### config.mk
export PLATFORM = sky130hd
export DESIGN_NAME = mem_access_unit_flat
export DESIGN_NICKNAME = d
export VERILOG_FILES = /design/src/rtl/mem_access_unit_pkg.sv /design/src/rtl/mem_access_unit_if.sv /design/src/rtl/mem_access_unit_load_formatter.sv /design/src/rtl/mem_access_unit.sv /design/src/flat_wrapper.sv
export SDC_FILE = /design/constraint.sdc
export NUM_CORES = 1
export LEC_CHECK = 0
export ABC_AREA = 1
export CORE_ASPECT_RATIO = 1.2
export CORE_MARGIN = 2
export CORE_UTILIZATION = 44
export CTS_BUF_LIST = sky130_fd_sc_hd__clkbuf_4 sky130_fd_sc_hd__clkbuf_8 sky130_fd_sc_hd__clkbuf_16
export DETAILED_ROUTE_END_ITERATION = 8
export PLACE_DENSITY = 0.88
export SYNTH_ARGS = -nofsm -noshare
export SYNTH_HDL_FRONTEND = slang
export SYNTH_SLANG_ARGS = --single-unit
### constraint.sdc
create_clock -name clk -period 1.8 [get_ports clk]
set_input_delay 0.36 -clock clk [delete_from_list [all_inputs] [get_ports clk]]
set_output_delay 0.36 -clock clk [all_outputs]
set_load 0.01 [all_outputs]
### src/rtl/mem_access_unit_pkg.sv
`default_nettype none
// ============================================================================
// Module      : mem_access_unit_pkg
// Description : Shared definitions for the memory-stage access unit:
//               opcode encodings, common constants, the FSM state encoding,
//               load-type encoding and the opcode/byte-lane helper functions.
// Revision    : 1.0 - initial release
// ============================================================================
package mem_access_unit_pkg;

    localparam int c_opcode_width = 6;
    localparam logic [31:0] c_zero_word = 32'h0000_0000;

    // MIPS-I primary opcodes of the memory instructions
    localparam logic [c_opcode_width-1:0] c_op_nop = 6'h00;
    localparam logic [c_opcode_width-1:0] c_op_lb  = 6'h20;
    localparam logic [c_opcode_width-1:0] c_op_lh  = 6'h21;
    localparam logic [c_opcode_width-1:0] c_op_lw  = 6'h23;
    localparam logic [c_opcode_width-1:0] c_op_lbu = 6'h24;
    localparam logic [c_opcode_width-1:0] c_op_lhu = 6'h25;
    localparam logic [c_opcode_width-1:0] c_op_sb  = 6'h28;
    localparam logic [c_opcode_width-1:0] c_op_sh  = 6'h29;
    localparam logic [c_opcode_width-1:0] c_op_sw  = 6'h2b;

    // Access FSM state encoding
    localparam int          c_state_width = 2;
    localparam logic [1:0]  c_st_idle     = 2'd0;
    localparam logic [1:0]  c_st_req      = 2'd1;
    localparam logic [1:0]  c_st_resp     = 2'd2;

    // Access size and load type
    typedef enum logic [1:0] {
        c_size_byte = 2'd0,
        c_size_half = 2'd1,
        c_size_word = 2'd2
    } mem_size_t;

    typedef struct packed {
        mem_size_t size;
        logic      is_signed;
    } load_type_t;

    typedef struct packed {
        logic       is_mem;
        logic       we;
        load_type_t ltype;
    } mem_op_t;

    // Classify an opcode; stores reuse ltype.size for their width.
    function automatic mem_op_t decode_op(input logic [c_opcode_width-1:0] op);
        mem_op_t d;
        d.is_mem          = 1'b1;
        d.we              = 1'b0;
        d.ltype.size      = c_size_word;
        d.ltype.is_signed = 1'b0;
        case (op)
            c_op_lb:  begin d.ltype.size = c_size_byte; d.ltype.is_signed = 1'b1; end
            c_op_lbu: d.ltype.size = c_size_byte;
            c_op_lh:  begin d.ltype.size = c_size_half; d.ltype.is_signed = 1'b1; end
            c_op_lhu: d.ltype.size = c_size_half;
            c_op_lw:  d.ltype.size = c_size_word;
            c_op_sb:  begin d.ltype.size = c_size_byte; d.we = 1'b1; end
            c_op_sh:  begin d.ltype.size = c_size_half; d.we = 1'b1; end
            c_op_sw:  begin d.ltype.size = c_size_word; d.we = 1'b1; end
            default:  d.is_mem = 1'b0;
        endcase
        return d;
    endfunction

    // Big-endian lanes: offset 0 is bit 3 of the enable (bits 31:24).
    function automatic logic [3:0] byte_enable(input mem_size_t size, input logic [1:0] off);
        logic [3:0] be;
        case (size)
            c_size_byte: be = 4'b1000 >> off;
            c_size_half: be = off[1] ? 4'b0011 : 4'b1100;
            default:     be = 4'b1111;
        endcase
        return be;
    endfunction

    function automatic logic is_misaligned(input mem_size_t size, input logic [1:0] off);
        logic mis;
        case (size)
            c_size_byte: mis = 1'b0;
            c_size_half: mis = off[0];
            default:     mis = (off != 2'b00);
        endcase
        return mis;
    endfunction

endpackage
`default_nettype wire

### src/rtl/mem_access_unit_if.sv
`default_nettype none
// ============================================================================
// Module      : mem_access_unit_if
// Description : Data-memory bus between the access unit (master) and the
//               memory (slave).
//   bus_req   master->slave  request strobe
//   bus_we    master->slave  1 = write
//   bus_addr  master->slave  word-aligned address
//   bus_be    master->slave  byte enables, bit 3 = bits 31:24
//   bus_wdata master->slave  store data
//   bus_rdata slave->master  read data, valid with bus_ack
//   bus_ack   slave->master  transfer complete
// Revision    : 1.0 - initial release
// ============================================================================
interface mem_access_unit_if;
    logic        bus_req;
    logic        bus_we;
    logic [31:0] bus_addr;
    logic [3:0]  bus_be;
    logic [31:0] bus_wdata;
    logic [31:0] bus_rdata;
    logic        bus_ack;

    modport master (
        output bus_req, bus_we, bus_addr, bus_be, bus_wdata,
        input  bus_rdata, bus_ack
    );

    modport slave (
        input  bus_req, bus_we, bus_addr, bus_be, bus_wdata,
        output bus_rdata, bus_ack
    );
endinterface
`default_nettype wire

### src/rtl/mem_access_unit_load_formatter.sv
`default_nettype none
// ============================================================================
// Module      : mem_access_unit_load_formatter
// Description : Combinational load-data formatter. Selects the addressed
//               byte or halfword (big-endian lanes) and sign/zero extends.
//   i_rdata    raw bus read word
//   i_byte_off address bits [1:0] of the access
//   i_ltype    access size and signed flag
//   o_data     formatted 32-bit load result
// Revision    : 1.0 - initial release
// ============================================================================
module mem_access_unit_load_formatter
    import mem_access_unit_pkg::*;
(
    input  logic [31:0] i_rdata,
    input  logic [1:0]  i_byte_off,
    input  load_type_t  i_ltype,
    output logic [31:0] o_data
);

    logic [7:0]  w_byte;
    logic [15:0] w_half;

    always_comb begin
        w_byte = 8'h00;
        case (i_byte_off)
            2'd0:    w_byte = i_rdata[31:24];
            2'd1:    w_byte = i_rdata[23:16];
            2'd2:    w_byte = i_rdata[15:8];
            default: w_byte = i_rdata[7:0];
        endcase
        w_half = i_byte_off[1] ? i_rdata[15:0] : i_rdata[31:16];

        case (i_ltype.size)
            c_size_byte: o_data = {{24{i_ltype.is_signed & w_byte[7]}}, w_byte};
            c_size_half: o_data = {{16{i_ltype.is_signed & w_half[15]}}, w_half};
            default:     o_data = i_rdata;
        endcase
    end

endmodule
`default_nettype wire

### src/rtl/mem_access_unit.sv
`default_nettype none
// ============================================================================
// Module      : mem_access_unit
// Description : Memory-stage bus controller. Takes one load/store from the
//               MEM stage, computes byte enables, runs a req/ack handshake
//               with data memory (aborting after TIMEOUT request cycles),
//               stalls the pipeline until the access resolves and returns
//               sign/zero-extended load data.
//   clk        rising-edge clock
//   rst        asynchronous active-low reset
//   mem_valid  MEM stage holds a valid instruction
//   opcode     instruction opcode
//   addr       effective byte address
//   wdata      lane-replicated store data
//   stall_req  hold the pipeline
//   done       one-cycle pulse, access resolved
//   load_data  formatted load result (valid with done)
//   addr_err   with done: misaligned, no bus cycle issued
//   bus_err    with done: timeout abort
//   bus        data-memory bus (master side)
// Revision    : 1.0 - initial release
// ============================================================================
module mem_access_unit
    import mem_access_unit_pkg::*;
#(
    parameter int TIMEOUT = 15   // must be >= 2
)
(
    input  logic                      clk,
    input  logic                      rst,
    input  logic                      mem_valid,
    input  logic [c_opcode_width-1:0] opcode,
    input  logic [31:0]               addr,
    input  logic [31:0]               wdata,
    output logic                      stall_req,
    output logic                      done,
    output logic [31:0]               load_data,
    output logic                      addr_err,
    output logic                      bus_err,
    mem_access_unit_if.master         bus
);

    localparam int                 c_cnt_w   = $clog2(TIMEOUT);
    localparam logic [c_cnt_w-1:0] c_cnt_max = c_cnt_w'(TIMEOUT - 1);

    logic [c_state_width-1:0] r_state;
    logic [c_state_width-1:0] w_state_nxt;

    // Latched access attributes, held stable for the whole REQ phase
    logic               r_we;
    logic [31:0]        r_addr;
    logic [3:0]         r_be;
    logic [31:0]        r_wdata;
    load_type_t         r_ltype;
    logic [1:0]         r_off;
    logic [c_cnt_w-1:0] r_cnt;

    logic [31:0]        r_load_data;
    logic               r_addr_err;
    logic               r_bus_err;

    mem_op_t            w_dec;
    logic               w_mem_op;
    logic               w_misaligned;
    logic               w_cnt_last;
    logic [31:0]        w_fmt_data;
    logic               w_stall;
    logic               w_done;
    logic               w_bus_req;

    assign w_dec        = decode_op(opcode);
    assign w_mem_op     = mem_valid & w_dec.is_mem;
    assign w_misaligned = is_misaligned(w_dec.ltype.size, addr[1:0]);
    assign w_cnt_last   = (r_cnt == c_cnt_max);

    mem_access_unit_load_formatter u_load_formatter (
        .i_rdata    (bus.bus_rdata),
        .i_byte_off (r_off),
        .i_ltype    (r_ltype),
        .o_data     (w_fmt_data)
    );

    // ---------------------------------------------------------------- state
    always_ff @(posedge clk or negedge rst) begin
        if (!rst) begin
            r_state <= c_st_idle;
        end else begin
            r_state <= w_state_nxt;
        end
    end

    // ----------------------------------------------------------- next state
    always_comb begin
        w_state_nxt = r_state;
        case (r_state)
            c_st_idle: begin
                if (w_mem_op) begin
                    w_state_nxt = w_misaligned ? c_st_resp : c_st_req;
                end
            end
            c_st_req: begin
                // An ack on the final allowed cycle still completes normally
                if (bus.bus_ack || w_cnt_last) begin
                    w_state_nxt = c_st_resp;
                end
            end
            c_st_resp: w_state_nxt = c_st_idle;
            default:   w_state_nxt = c_st_idle;
        endcase
    end

    // -------------------------------------------------------------- outputs
    always_comb begin
        w_stall   = 1'b0;
        w_done    = 1'b0;
        w_bus_req = 1'b0;
        case (r_state)
            c_st_idle: w_stall = w_mem_op;
            c_st_req: begin
                w_stall   = 1'b1;
                w_bus_req = 1'b1;
            end
            c_st_resp: w_done = 1'b1;
            default: ;
        endcase
    end

    // The idle stall is combinational from the inputs, so it is masked by
    // reset to keep every output low while rst is asserted.
    assign stall_req = w_stall & rst;
    assign done      = w_done;
    assign load_data = r_load_data;
    assign addr_err  = r_addr_err;
    assign bus_err   = r_bus_err;

    assign bus.bus_req   = w_bus_req;
    assign bus.bus_we    = r_we;
    assign bus.bus_addr  = r_addr;
    assign bus.bus_be    = w_bus_req ? r_be : 4'b0000;
    assign bus.bus_wdata = r_wdata;

    // ------------------------------------------------------------- datapath
    always_ff @(posedge clk or negedge rst) begin
        if (!rst) begin
            r_we        <= 1'b0;
            r_addr      <= c_zero_word;
            r_be        <= 4'b0000;
            r_wdata     <= c_zero_word;
            r_ltype     <= '0;
            r_off       <= 2'b00;
            r_cnt       <= '0;
            r_load_data <= c_zero_word;
            r_addr_err  <= 1'b0;
            r_bus_err   <= 1'b0;
        end else begin
            case (r_state)
                c_st_idle: begin
                    if (w_mem_op) begin
                        if (w_misaligned) begin
                            r_addr_err  <= 1'b1;
                            r_load_data <= c_zero_word;
                        end else begin
                            r_we    <= w_dec.we;
                            r_addr  <= {addr[31:2], 2'b00};
                            r_be    <= byte_enable(w_dec.ltype.size, addr[1:0]);
                            r_wdata <= wdata;
                            r_ltype <= w_dec.ltype;
                            r_off   <= addr[1:0];
                            r_cnt   <= '0;
                        end
                    end
                end
                c_st_req: begin
                    if (bus.bus_ack) begin
                        r_load_data <= r_we ? c_zero_word : w_fmt_data;
                    end else if (w_cnt_last) begin
                        r_bus_err   <= 1'b1;
                        r_load_data <= c_zero_word;
                    end else begin
                        r_cnt <= r_cnt + 1'b1;
                    end
                end
                c_st_resp: begin
                    // Results are only meaningful alongside done
                    r_load_data <= c_zero_word;
                    r_addr_err  <= 1'b0;
                    r_bus_err   <= 1'b0;
                end
                default: ;
            endcase
        end
    end

endmodule
`default_nettype wire

### src/flat_wrapper.sv
// flat-port wrapper written by rule: the top's interface ports become plain ports
module mem_access_unit_flat import mem_access_unit_pkg::*;
#(
    parameter int TIMEOUT = 15                  
)
  (clk, rst, mem_valid, opcode, addr, wdata, stall_req, done, load_data, addr_err, bus_err, bus_bus_req, bus_bus_we, bus_bus_addr, bus_bus_be, bus_bus_wdata, bus_bus_rdata, bus_bus_ack);
  mem_access_unit_if bus_i ();
  input  logic clk;
  input  logic rst;
  input  logic mem_valid;
  input  logic [c_opcode_width-1:0] opcode;
  input  logic [31:0] addr;
  input  logic [31:0] wdata;
  output logic stall_req;
  output logic done;
  output logic [31:0] load_data;
  output logic addr_err;
  output logic bus_err;
  output wire logic [$bits(bus_i.bus_req)-1:0] bus_bus_req;
  output wire logic [$bits(bus_i.bus_we)-1:0] bus_bus_we;
  output wire logic [$bits(bus_i.bus_addr)-1:0] bus_bus_addr;
  output wire logic [$bits(bus_i.bus_be)-1:0] bus_bus_be;
  output wire logic [$bits(bus_i.bus_wdata)-1:0] bus_bus_wdata;
  input wire logic [$bits(bus_i.bus_rdata)-1:0] bus_bus_rdata;
  input wire logic [$bits(bus_i.bus_ack)-1:0] bus_bus_ack;
  assign bus_bus_req = bus_i.bus_req;
  assign bus_bus_we = bus_i.bus_we;
  assign bus_bus_addr = bus_i.bus_addr;
  assign bus_bus_be = bus_i.bus_be;
  assign bus_bus_wdata = bus_i.bus_wdata;
  assign bus_i.bus_rdata = bus_bus_rdata;
  assign bus_i.bus_ack = bus_bus_ack;
  mem_access_unit #(.TIMEOUT(TIMEOUT)) u_core (.clk(clk), .rst(rst), .mem_valid(mem_valid), .opcode(opcode), .addr(addr), .wdata(wdata), .stall_req(stall_req), .done(done), .load_data(load_data), .addr_err(addr_err), .bus_err(bus_err), .bus(bus_i));
endmodule
==> results.toml <==
[outcome]
status = "finished, violations left"
violations = "setup timing"

[critical_path]
cp_num_cells = 7
cp_data_required_time_ns = 1.44
cp_top_family = "buffers and inverters"
cp_max_fo = 3
path_class = "input port to output port"
cp-start-kind = "input port"
worst-path-buf-inv = 2
path_cells = "clkdlybuf4s50_1 > nor2_1 > nand3_2 > nand3_2 > nand2_2 > a21oi_2 > buf_2"
reg2reg_depth = 7
crit_path_frequent_cell = "nand3_2"
cp_slowest_cell = "clkdlybuf4s50_1"
endpoint_kind = "output port"
worstPathArrival_ns = 1.45
slowest_delay_ns = 0.45

[clock_tree]
cts_buffers = 9
root_buffer = "clkbuf_16"
cts.htree.levels = 3
cts.sinks = 112
cts_tree = "yes"
clkTransAtPathRegs_ns = 0.07
clock_latency_ns = 0.34
hold_buffers = 0
clockBufferDepth = 2

[timing]
fin_skew_ns = 0.00725
hold_viol_final = 0
drv_slew = 0
setup_tns_ns = -0.00919
finalCriticalPeriod_ns = 1.81
holdWs_ns = 0.0820
slew-limit-headroom = 0.587
setup_viol = 1
tightest_slew_ns = 0.620
final.period_utilization = 1.01
max_freq_ghz = 0.553
rsz0062_at_grt = "yes"
worst_slack_ns = -0.00919

[global_route]
groute.usage.overall = 0.227
antenna_found_initial = 1
overflow = 0
grt_pass1_wl_um = 23400
grt_pass1_vias = 4921
grt_max_degree = 113

[logic_synthesis]
yosysWarningCount = 0
ys_seq_area_frac = 0.534
syn_inst = 653
avgSynthCellArea_um2 = 8.04
ys_seq_elements = 112
ys_types = 34
netlist_area_um2 = 5250

[cells_and_area]
area_growth_pct = 52.5
finalNonFillerCells = 1037
finalNetCount = 982
drive_gt1_frac = 0.0978

[placed_design]
place_inst = 1019
io_buffers = 209
gp_congestion = 0.865
place_ws_ns = -0.614
dp.final_hpwl_um = 10700

[power]
leakage_uw = 0.00402
power.density_nw_per_um2 = 1030
totalPowerFinal_uw = 8200
ir_worst_vdd_uv = 531

[drt]
wl_per_cell_um = 14.0
vias_per_cell = 4.83
antenna_left = 0
drtIter0Drc = 241
drc = 0
dr_total_vias = 5007
routed_wl_um = 14500
dr.pass1.iters = 4

[floorplan]
die_w_um = 104
pin_count = 212
dieArea_um2 = 12800
rows = 43
coreArea_um2 = 11600
die_y_um = 124
start_util = 0.452

[min_path]
hp-class = "input port to asynchronous set/reset pin"

[job]
maxCapViolations = 0
[per-stage QoR]
stage,cell area (um2),util
after global placement,7640,0.657
final,8000,0.688
after floorplan,5250,-
after CTS,7970,0.686
after detailed placement,7640,0.657
after global routing,8000,0.688
[path summary, 6_finish.rpt]
path,startpoint,end,slack (ns)
setup / recovery,opcode[2],stall_req,-0.009
hold / removal,rst,u_core.load_data[30],0.08
setup reg to reg,u_core.r_state[1],u_core.r_ltype[2],0.15
hold reg to reg,u_core.bus.bus_wdata[5],u_core.bus.bus_wdata[5],0.47
max in group asynchronous,rst,u_core.bus.bus_wdata[1],1.21
min in group clk,u_core.bus.bus_wdata[5],u_core.bus.bus_wdata[5],0.47
[state kept, by name (all words and copies together) (netlist names)]
register,flops
u_core.bus.bus_wdata,32
u_core.load_data,32
u_core.bus.bus_addr,30
u_core.r_be,4
u_core.r_cnt,4
u_core.r_ltype,3
u_core.r_off,2
u_core.r_state,2
u_core.addr_err,1
u_core.bus.bus_we,1
u_core.bus_err,1
[what timing repair did]
item	CTS	global route
pin swaps	0	4
hold endpoints to repair	0	0
buffers inserted	0	1
endpoints found under the setup margin	52	108
gates resized for setup	13	20
[power by group]
part | leakage [uW] | switching, uW | internal (uW)
clock network | 0.000155 | 912 | 1260
logic | 0.00237 | 1330 | 1420
registers | 0.00149 | 281 | 3000
total | 0.00402 | 2520 | 5680
[layer usage]
layer,share of wire,routed length (um),vias to the layer above,GRT usage
met3,0.070,1010,28,0.0570
met1,0.41,5920,2293,0.275
li1,-,-,2485,-
met2,0.50,7170,201,0.396
met5,0,0,-,0
met4,0.026,382,0,0.0836
[Yosys cell counts]
library cell | n | area [um2]
a21oi_1 | 5 | 25.0
a2bb2oi_1 | 1 | 8.76
and3_1 | 1 | 6.26
buf_1 | 1 | 3.75
buf_2 | 11 | 55.1
buf_4 | 12 | 90.1
buf_6 | 6 | 67.6
clkbuf_1 | 3 | 11.3
clkinv_1 | 1 | 3.75
conb_1 | 1 | 3.75
dfrtp_1 | 112 | 2800
ha_1 | 2 | 25.0
inv_1 | 27 | 101
inv_2 | 4 | 15.0
nand2_1 | 318 | 1190
nand2_2 | 3 | 18.8
nand3_1 | 45 | 225
nand3_2 | 2 | 20.0
nand3_4 | 1 | 17.5
nand4_1 | 2 | 12.5
nand4_2 | 1 | 12.5
nor2_1 | 27 | 101
nor2_2 | 2 | 12.5
nor2_4 | 2 | 22.5
nor3_1 | 1 | 5.00
nor3_4 | 1 | 16.3
o2111ai_1 | 7 | 61.3
o21ai_0 | 21 | 105
o21ai_1 | 6 | 30.0
o22ai_1 | 7 | 43.8
or2_1 | 12 | 75.1
or2_2 | 6 | 37.5
xnor2_1 | 1 | 8.76
xor2_1 | 1 | 8.76
[cell families (layout without fill, tap and decap cells)]
family,count (synthesis),after routing,share of synthesized area
flops,112,112,0.534
fa+ha+maj,2,2,0.00477
buf+inv,65,290,0.0663
compound gates,47,47,0.0522
other cells,1,3,0.000715
simple gates,424,424,0.339
xor+xnor,2,2,0.00334
[final cells by class]
| cell class | count | area [um2] |
|---|---|---|
| fillers | 932 | 3620 |
| diodes | 1 | 2.50 |
| clock buffers | 10 | 239 |
| clock inverters | 6 | 92.6 |
| well taps | 157 | 196 |
| inverters | 32 | 120 |
| flip-flops and latches | 112 | 2800 |
| repair buffers | 242 | 2410 |
| multi-input cells | 477 | 2140 |
[placed cells by master (no fill, tap or decap), types with 6 or more instances in the layout]
cell type        netlist  layout
buf_12                 0       7
buf_4                 12      26
clkbuf_16              0       9
clkdlybuf4s50_1        0     196
dfrtp_1              112     112
inv_1                 27      26
nand2_1              318     317
nand3_1               45      41
nand3_2                2       6
nor2_1                27      25
o2111ai_1              7       7
o21ai_0               21      21
o21ai_1                6       6
o22ai_1                7       7
or2_1                 12      12
or2_2                  6       6
No activity file was read; power rests on OpenSTA's default activity.
